==> src/rtl/cordic_pkg.sv <==
// cordic_pkg: shared CORDIC sequencing types and default sizing constants.
package cordic_pkg;
  typedef enum logic [1:0] {IDLE, LOAD, ITER, DONE} cordic_seq_state_t;
  localparam int NUM_ITER_DEF = 16;
  localparam int CNT_WIDTH_DEF = 16;
endpackage

==> src/rtl/cordic_iter_cnt.sv <==
// cordic_iter_cnt: clearable iteration index counter, wraps to 0 after its terminal count NUM_ITER-1.
module cordic_iter_cnt #(
  parameter int NUM_ITER = 16,
  localparam int IDX_WIDTH = $clog2(NUM_ITER)
) (
  input  logic                 clk,
  input  logic                 rst,
  input  logic                 clr,
  input  logic                 inc,
  output logic [IDX_WIDTH-1:0] idx,
  output logic                 tc
);
  assign tc = idx == IDX_WIDTH'(NUM_ITER - 1);
  always_ff @(posedge clk or posedge rst)
    if (rst) idx <= '0;
    else idx <= (clr || (inc && tc)) ? '0 : inc ? idx + 1'b1 : idx;
endmodule

==> src/rtl/cordic_seq_ctrl.sv <==
// cordic_seq_ctrl: load/iterate/present sequencer for the iterative CORDIC datapath.
module cordic_seq_ctrl
  import cordic_pkg::*;
#(
  parameter int NUM_ITER = NUM_ITER_DEF,
  parameter int CNT_WIDTH = CNT_WIDTH_DEF,
  localparam int IDX_WIDTH = $clog2(NUM_ITER)
) (
  input  logic                 clk,
  input  logic                 rst,
  input  logic                 start_in,
  input  logic                 abort_in,
  input  logic                 out_ready_in,
  output logic                 ready_out,
  output logic                 busy_out,
  output logic                 load_out,
  output logic                 iter_en_out,
  output logic [IDX_WIDTH-1:0] iter_idx_out,
  output logic                 out_valid_out,
  output logic [CNT_WIDTH-1:0] done_cnt_out
);
  cordic_seq_state_t state, state_nxt;
  logic tc, handshake;
  assign handshake = state == DONE && out_ready_in;
  assign ready_out = state == IDLE || handshake;
  assign busy_out = state != IDLE;
  assign load_out = state == LOAD;
  assign iter_en_out = state == ITER;
  assign out_valid_out = state == DONE;
  always_ff @(posedge clk or posedge rst)
    if (rst) state <= IDLE;
    else state <= state_nxt;
  // abort wins over everything, including a handshake with a pending start
  always_comb begin
    state_nxt = state;
    case (state)
      IDLE: state_nxt = start_in ? LOAD : IDLE;
      LOAD: state_nxt = ITER;
      ITER: state_nxt = tc ? DONE : ITER;
      DONE: state_nxt = out_ready_in ? (start_in ? LOAD : IDLE) : DONE;
    endcase
    if (abort_in) state_nxt = IDLE;
  end
  always_ff @(posedge clk or posedge rst)
    if (rst) done_cnt_out <= '0;
    else if (handshake && !abort_in) done_cnt_out <= done_cnt_out + 1'b1;
  cordic_iter_cnt #(.NUM_ITER(NUM_ITER)) u_iter_cnt (
    .clk(clk),
    .rst(rst),
    .clr(abort_in),
    .inc(iter_en_out),
    .idx(iter_idx_out),
    .tc(tc)
  );
endmodule

==> config.mk <==
export PLATFORM = sky130hd
export DESIGN_NAME = cordic_seq_ctrl
export DESIGN_NICKNAME = d
export VERILOG_FILES = /design/src/rtl/cordic_pkg.sv /design/src/rtl/cordic_iter_cnt.sv /design/src/rtl/cordic_seq_ctrl.sv
export SDC_FILE = /design/constraint.sdc
export NUM_CORES = 1
export LEC_CHECK = 0
export CORE_MARGIN = 5
export CORE_UTILIZATION = 49
export DETAILED_ROUTE_END_ITERATION = 10
export HOLD_SLACK_MARGIN = 0.02
export PLACE_DENSITY = 0.91
export SLEW_MARGIN = 10
export SYNTH_ARGS = -nofsm -noshare
export SYNTH_HDL_FRONTEND = slang
export SYNTH_SLANG_ARGS = --single-unit
==> constraint.sdc <==
create_clock -name clk -period 3.96 [get_ports clk]
set_input_delay 0.594 -clock clk [delete_from_list [all_inputs] [get_ports clk]]
set_output_delay 0.594 -clock clk [all_outputs]
set_load 0.03 [all_outputs]
# After elaboration in Yosys (flattened, before gate mapping)
# Cells that the tools add are included.
# word_totals
ram_bits	0
in_bits	5
word_cells	25
output_inout_bits	25
rom_bits	0
latchBits	0
ff_bits	22
memories	0
# classes
shift	0
n_reduce_logical	9
n_eq_ne	4
bitwise	0
add_sub_neg	2
n_lt_le_gt_ge	0
multipliers	0
n_div	0
muxes	7
# ops
op	count
$add 16x1->16 const B	1
$mux 4	2
$pmux 2 s4	1
$add 4x1->4 const B	1
$eq 2x2->1 const B	2
$eq 4x4->1 const B	1
$mux 2	2
$reduce_bool 2->1	2
$logic_and 1x1->1	3
$eq 2x1->1 const B	1
$logic_not 2->1	1
$logic_or 1x1->1	2
$mux 1	2
$logic_not 1->1	1

# Longest topological paths before layout
# Gate-level depths: netlist of the first run.
# logic_depth
ltp_word	4
depth_mapped	5
ltp_nobuf	5

# Hierarchy
# A second synthesis of the first run with hierarchy kept.
# unflattened
hier_cells	97
hier_area_um2	1056.0
# modules_own_cells
module	n_inst	area_per_inst_um2	cells_each	seq_area_each_um2
cordic_seq_ctrl	1	840.8	76	450.4
cordic_iter_cnt	1	215.2	21	100.1

# Worst setup path after synthesis of the first run
# OpenSTA, ideal clock, no wires.
# synth_path
path_kind	register to output
startpoint	reg state[0]
endpoint	out ready_out
required_time_ps	3366
n_path_buf	0
arrival_ps	963
slack_ps	2403
stages_incl_launch_ff	4
path_cell_list	dfrtp_1 nor2_1 inv_1 nand2_1
# synth_between
elab_chain_len	3
word_cells_on_any_way	4
classes_between	1 x eq/ne; 3 x reduce/logical
# synth_lines
element	line_no	rtl
from (decl)	cordic_seq_ctrl.sv:22	cordic_seq_state_t state, state_nxt;
from (signal assigned)	cordic_seq_ctrl.sv:32	else state <= state_nxt;
$eq 2x2->1	cordic_seq_ctrl.sv:24	assign handshake = state == DONE && out_ready_in;
$logic_and 1x1->1	cordic_seq_ctrl.sv:24	
$logic_or 1x1->1 (*)	cordic_seq_ctrl.sv:25	assign ready_out = state == IDLE || handshake;
to (decl)	cordic_seq_ctrl.sv:14	output logic ready_out,
# Every way passes the cells marked *; elsewhere a longest branch is shown, timed or not.

# Final worst setup path of the first run
# layout_path
startpoint	in out_ready_in
endpoint	out ready_out
# layout_between
elab_chain_len	2
# layout_lines
element	line_no	rtl
from (decl)	cordic_seq_ctrl.sv:13	input logic out_ready_in,
$logic_and 1x1->1	cordic_seq_ctrl.sv:24	
$logic_or 1x1->1	cordic_seq_ctrl.sv:25	
# No other way between the ends.

==> impl_metrics.json, run 1 <==
{
  "finalHoldViolCount": 0,
  "design.core.area_mm2": 0.00196,
  "num_rows": 16,
  "diodes": 0,
  "synth_top_family_by_area": "simple AND/OR/NAND/NOR gates",
  "die_height_um": 55.5,
  "drive_above_1_share_pct": 5.79,
  "start_util_pct": 51.6,
  "clockBufferDepth": 2,
  "syn_to_final_growth_pct": 34.4,
  "num_vias": 753,
  "synth_top_area_share_pct": 54.4,
  "cts_setup_buffers": 0,
  "viasPerCell": 5.09,
  "rsz0062_at_grt": "false",
  "drv_cap": 0,
  "routedWlPerCell_um": 14.3,
  "yosysUniqueCellTypes": 24,
  "place_area_mm2": 0.00132,
  "criticalPathCategory": "input port to primary output",
  "dr.pass1.iters": 4,
  "yosys.area_share.simple_pct": 21.9,
  "synth.most_common_cell": "dfrtp_1",
  "ys_top_cells_by_area": "dfrtp_1 (54%), xnor2_1 (10%), xor2_1 (5.2%)",
  "port_buffers": 29,
  "cts_resized": 0,
  "ant_nets": 0,
  "tritoncts": "done",
  "path_max_fanout": 3,
  "syn_inst": 90,
  "synth.net_count": 97,
  "cts_max_level": 1,
  "leakage_nw": 0.625,
  "synthTopCellsByCount": "dfrtp_1 (22), xnor2_1 (12), nand2_1 (9)",
  "muxShareOfSynthArea_pct": 2.10,
  "power_density_mw_per_mm2": 317,
  "final_nets": 129,
  "synth_edf_count": 0,
  "first_iter_violations": 17,
  "ys_async_sr_fraction_pct": 100,
  "finalCriticalPeriod_ns": 2.61,
  "setup_slack_ns": 1.35,
  "pin_count": 30,
  "worstSetupStartpointType": "input port",
  "worstMarginPinSlew_ns": 0.805,
  "fmax_ghz": 0.383,
  "clkTransAtPathRegs_ns": 0.12,
  "synth-seq-cells": 22,
  "grt-ovfl-total": 0,
  "drc": 0,
  "clockRootBuffer": "clkbuf_4",
  "grt_pass1_vias": 756,
  "globalplace.congestion": 0.699,
  "synth.cell_area_mm2": 0.00101,
  "status": "completed",
  "yosysWarnings": 0,
  "syn_area_per_cell_um2": 11.2,
  "synth_compound_area_share_pct": 1.24,
  "stdcell_area_mm2": 0.00136,
  "hold_buffers": 0,
  "seqCellArea_um2": 551,
  "die_area_mm2": 0.00307,
  "clk_latency_ns": 0.29,
  "grt_pass1_wl_mm": 3.68,
  "finClkSkew_ns": 0.00347,
  "hold_path.class": "flip-flop to flip-flop",
  "synthAdderAreaFrac_pct": 2.47,
  "setup_viol": 0,
  "vdd_drop_max_uv": 274,
  "grt_max_degree": 23,
  "ys_seq_area_share_pct": 54.4,
  "multiInputGateArea_um2": 438,
  "dp_slack_ns": 1.36,
  "yosysTopAreaCell": "dfrtp_1",
  "max-slew-margin-rel_pct": 46.3,
  "endpoint_kind": "primary output",
  "finalSetupTns_ns": 0,
  "required_ns": 3.37,
  "grtUsageTotal_pct": 14.7,
  "post-dp-hpwl_mm": 1.61,
  "final_core_util_pct": 69.3,
  "die_w_um": 55.5,
  "drv_slew": 0,
  "finalCritPeriodShare_pct": 65.9,
  "ys.flop_type": "dfrtp_1",
  "critPathArrivalTime_ns": 2.02,
  "clock-sinks": 22,
  "antenna_found_initial": 0,
  "holdWs_ns": 0.482,
  "synth_xor_area_share_pct": 15.6,
  "drt_wl_total_mm": 2.12,
  "nFillCells": 166,
  "cts_buffers": 3
}
[per-layer routing]
| metal | vias to the layer above | track usage, % | share of wire, % |
|---|---|---|---|
| li1 | 364 | - | - |
| met5 | - | 0 | 0 |
| met3 | 2 | 4.90 | 5.6 |
| met2 | 20 | 24.2 | 51 |
| met4 | 0 | 3.13 | 0.66 |
| met1 | 367 | 18.7 | 43 |
[state kept, by name (all words and copies together), names as in the netlist]
signal / count
state: 2
u_iter_cnt.idx: 4
done_cnt_out: 16
[kinds of logic (layout without fill, tap and decap cells)]
kind of cell	after synthesis	after routing
DFF	22	22
buffers and inverters	5	36
adders and majority gates	2	2
xor gates and xnor gates	18	18
and+or+nand+nor	39	39
muxes	2	2
AOI/OAI and AO/OA	2	2
[cell type report]
class	instances	area share, %
clock buffers	4	2.67
inverters	3	0.828
multi-input cells	63	32.2
flip-flops and latches	22	40.5
well taps	27	2.48
repair buffers	29	21.3
[power by group]
part	internal (W)	switching, W	leakage (nW)	total, W
registers	0.000232	0.00000925	0.304	0.000241
clock network	0.0000559	0.0000621	0.0210	0.000118
logic	0.0000302	0.0000408	0.299	0.0000710
total	0.000318	0.000112	0.625	0.000431
[critical path, stage by stage]
cell and delay (ns):
clkdlybuf4s50_1 0.49, nand3_1 0.15, nand2_1 0.12, clkdlybuf4s50_1 0.67
[placed cells by master (no fill, tap or decap), types with 4 or more instances in the layout]
cell and n:
clkdlybuf4s50_1 29, dfrtp_1 22, xnor2_1 12, nand2_1 9
nor2_1 8, xor2_1 6, nand3_1 5, nand4_1 4
[worst paths after layout]
kind | start | endpoint | slack [ns] | cells after the start
min | done_cnt_out[15] | done_cnt_out[15] | 0.48 | 1
max reg2reg | done_cnt_out[3] | done_cnt_out[12] | 2.41 | 4
min reg2reg | done_cnt_out[15] | done_cnt_out[15] | 0.48 | 1
min in group asynchronous | rst | done_cnt_out[15] | 0.75 | 2
max | out_ready_in | ready_out | 1.35 | 4
max in group asynchronous | rst | done_cnt_out[1] | 2.72 | 2
[through the flow]
step                      total power (W)  cells
after floorplan                  0.000286     90
after global placement           0.000315    144
after detailed placement         0.000317    144
after CTS                        0.000436    148
after global routing             0.000452    148
final                            0.000431    148
Power figures use the tool's default switching activity.
==> run 2, diff against run 1 <==
--- a/config.mk
+++ b/config.mk
@@ -5,11 +5,12 @@
 export SDC_FILE = /design/constraint.sdc
 export NUM_CORES = 1
 export LEC_CHECK = 0
+export CORE_ASPECT_RATIO = 0.6
 export CORE_MARGIN = 5
-export CORE_UTILIZATION = 49
+export CORE_UTILIZATION = 41
 export DETAILED_ROUTE_END_ITERATION = 10
 export HOLD_SLACK_MARGIN = 0.02
-export PLACE_DENSITY = 0.91
+export PLACE_DENSITY = 0.82
 export SLEW_MARGIN = 10
 export SYNTH_ARGS = -nofsm -noshare
 export SYNTH_HDL_FRONTEND = slang
==> constraint.sdc (replaced) <==
create_clock -name clk -period 2.22 [get_ports clk]
set_input_delay 0.333 -clock clk [delete_from_list [all_inputs] [get_ports clk]]
set_output_delay 0.333 -clock clk [all_outputs]
set_load 0.03 [all_outputs]
==> impl_metrics.json, run 2 (synthesis gave the netlist of run 1 again) <==
{
  "drv_slew": 0,
  "finClkSkew_ns": 0.00159,
  "drc": 0,
  "drv_cap": 0,
  "criticalPathCategory": "flip-flop to primary output",
  "final_cell_mix": "clkdlybuf4s50_1 (29), dfrtp_1 (22), xnor2_1 (12)",
  "first_iter_violations": 45,
  "required_ns": 1.89,
  "clockBufferDepth": 2,
  "largest_reg_flops": 16,
  "cp.buffers_inverters": 1,
  "post-dp-hpwl_mm": 1.73,
  "stdcell_area_mm2": 0.00140,
  "place_area_mm2": 0.00134,
  "critPathArrivalTime_ns": 1.81,
  "path_max_fanout": 6,
  "port_buffers": 29,
  "critPathMaxStageDelay_ns": 0.72,
  "crit_family": "buffers and inverters",
  "leakage_nw": 0.643,
  "tritoncts": "done",
  "clockRootBuffer": "clkbuf_8",
  "diodes": 0,
  "cts_setup_buffers": 0,
  "grt_pass1_wl_mm": 3.61,
  "clock-sinks": 22,
  "status": "completed",
  "timing.rr.start": "done_cnt_out[3]",
  "dp_slack_ns": 0.116,
  "num_rows": 13,
  "worstSetupStartpointType": "flip-flop",
  "finalSetupTns_ns": 0,
  "cts_resized": 0,
  "top_register": "done_cnt_out",
  "die_height_um": 48.5,
  "finalCriticalPeriod_ns": 2.15,
  "hold_buffers": 0,
  "drive_above_1_share_pct": 7.32,
  "syn_to_final_growth_pct": 38.1,
  "rrSetupSlack_ns": 0.69,
  "drt_wl_total_mm": 2.18,
  "routedWlPerCell_um": 14.2,
  "clk_latency_ns": 0.26,
  "worst-r2r-cell-count": 4,
  "grt_max_degree": 23,
  "final_nets": 131,
  "globalplace.congestion": 0.813,
  "power_density_mw_per_mm2": 600,
  "fmax_ghz": 0.466,
  "hold_path.class": "input port to async pin",
  "finalHoldViolCount": 0,
  "clkTransAtPathRegs_ns": 0.07,
  "crit_chain": "and2b_1 -> clkdlybuf4s50_1",
  "max-slew-margin-rel_pct": 72.6,
  "ant_nets": 0,
  "grt-ovfl-total": 0,
  "cts_buffers": 3,
  "top_regs": "done_cnt_out (16), u_iter_cnt.idx (4), state (2)",
  "holdWs_ns": 0.401,
  "viasPerCell": 4.86,
  "crit_slowest_cell": "clkdlybuf4s50_1",
  "design.core.area_mm2": 0.00226,
  "layout_commonest_cell": "clkdlybuf4s50_1",
  "start_util_pct": 44.8,
  "grt_pass1_vias": 784,
  "setup_viol": 0,
  "grtUsageTotal_pct": 13.2,
  "cts_max_level": 1,
  "r2r-end": "done_cnt_out[10]",
  "worstMarginPinSlew_ns": 0.407,
  "pin_count": 30,
  "dr.pass1.iters": 4,
  "die_area_mm2": 0.00360,
  "vdd_drop_max_uv": 396,
  "endpoint_kind": "primary output",
  "num_vias": 744,
  "rsz0062_at_grt": "false",
  "antenna_found_initial": 0,
  "setup_slack_ns": 0.0750,
  "die_w_um": 74.1,
  "finalCritPeriodShare_pct": 96.6
}
## run 2: changes by cell type in the layout (fill, tap and decap cells not counted)
| cell | previous run | this run |
|---|---|---|
| clkbuf_8 | 1 | 4 |
| clkbuf_4 | 3 | 0 |
| buf_4 | 0 | 2 |
## run 2: layout make-up
type | instances | area (um2)
fill | 176 | 863
sequential | 22 | 551
multi-input combinational | 63 | 438
timing repair buffer | 31 | 305
clock buffer | 4 | 55.1
tap | 30 | 37.5
inverter | 3 | 11.3
## run 2: layer usage
metal	share of wire, %	GRT usage (%)	up-vias
met1	44	15.6	358
met2	50	21.9	15
met4	1.3	4.52	0
li1	-	-	367
met3	5.3	4.73	4
met5	0	0	-
## run 2: power breakdown
group | switching, W | leakage [nW] | internal, W
clock network | 0.000120 | 0.0288 | 0.000158
registers | 0.0000167 | 0.304 | 0.000414
logic | 0.0000743 | 0.309 | 0.0000555
## run 2: worst register-to-register path, cell delays in order (launching register included)
cell	delay, ns
dfrtp_1	0.44
nand4_1	0.22
nor4_2	0.49
nand2_1	0.12
xnor2_1	0.14
## run 2: through the flow
step	utilization, %	total power (W)	cells
2_1_floorplan	-	0.000510	90
3_3_place_gp	59.4	0.000565	149
3_5_place_dp	59.4	0.000571	149
4_1_cts	61.8	0.000851	153
5_1_grt	61.8	0.000882	153
6_report	61.8	0.000839	153
## run 2: worst max-delay path by stage
stage / startpoint / endpoint / slack [ns] / depth (start not counted)
6_report: state[0] / iter_en_out / 0.07 / 2
5_1_grt: state[0] / iter_en_out / 0.01 / 2
4_1_cts: state[0] / iter_en_out / 0.08 / 2
3_5_place_dp: out_ready_in / ready_out / 0.12 / 4
3_3_place_gp: out_ready_in / ready_out / 0.16 / 4
2_1_floorplan: done_cnt_out[3] / done_cnt_out[11] / 0.70 / 4
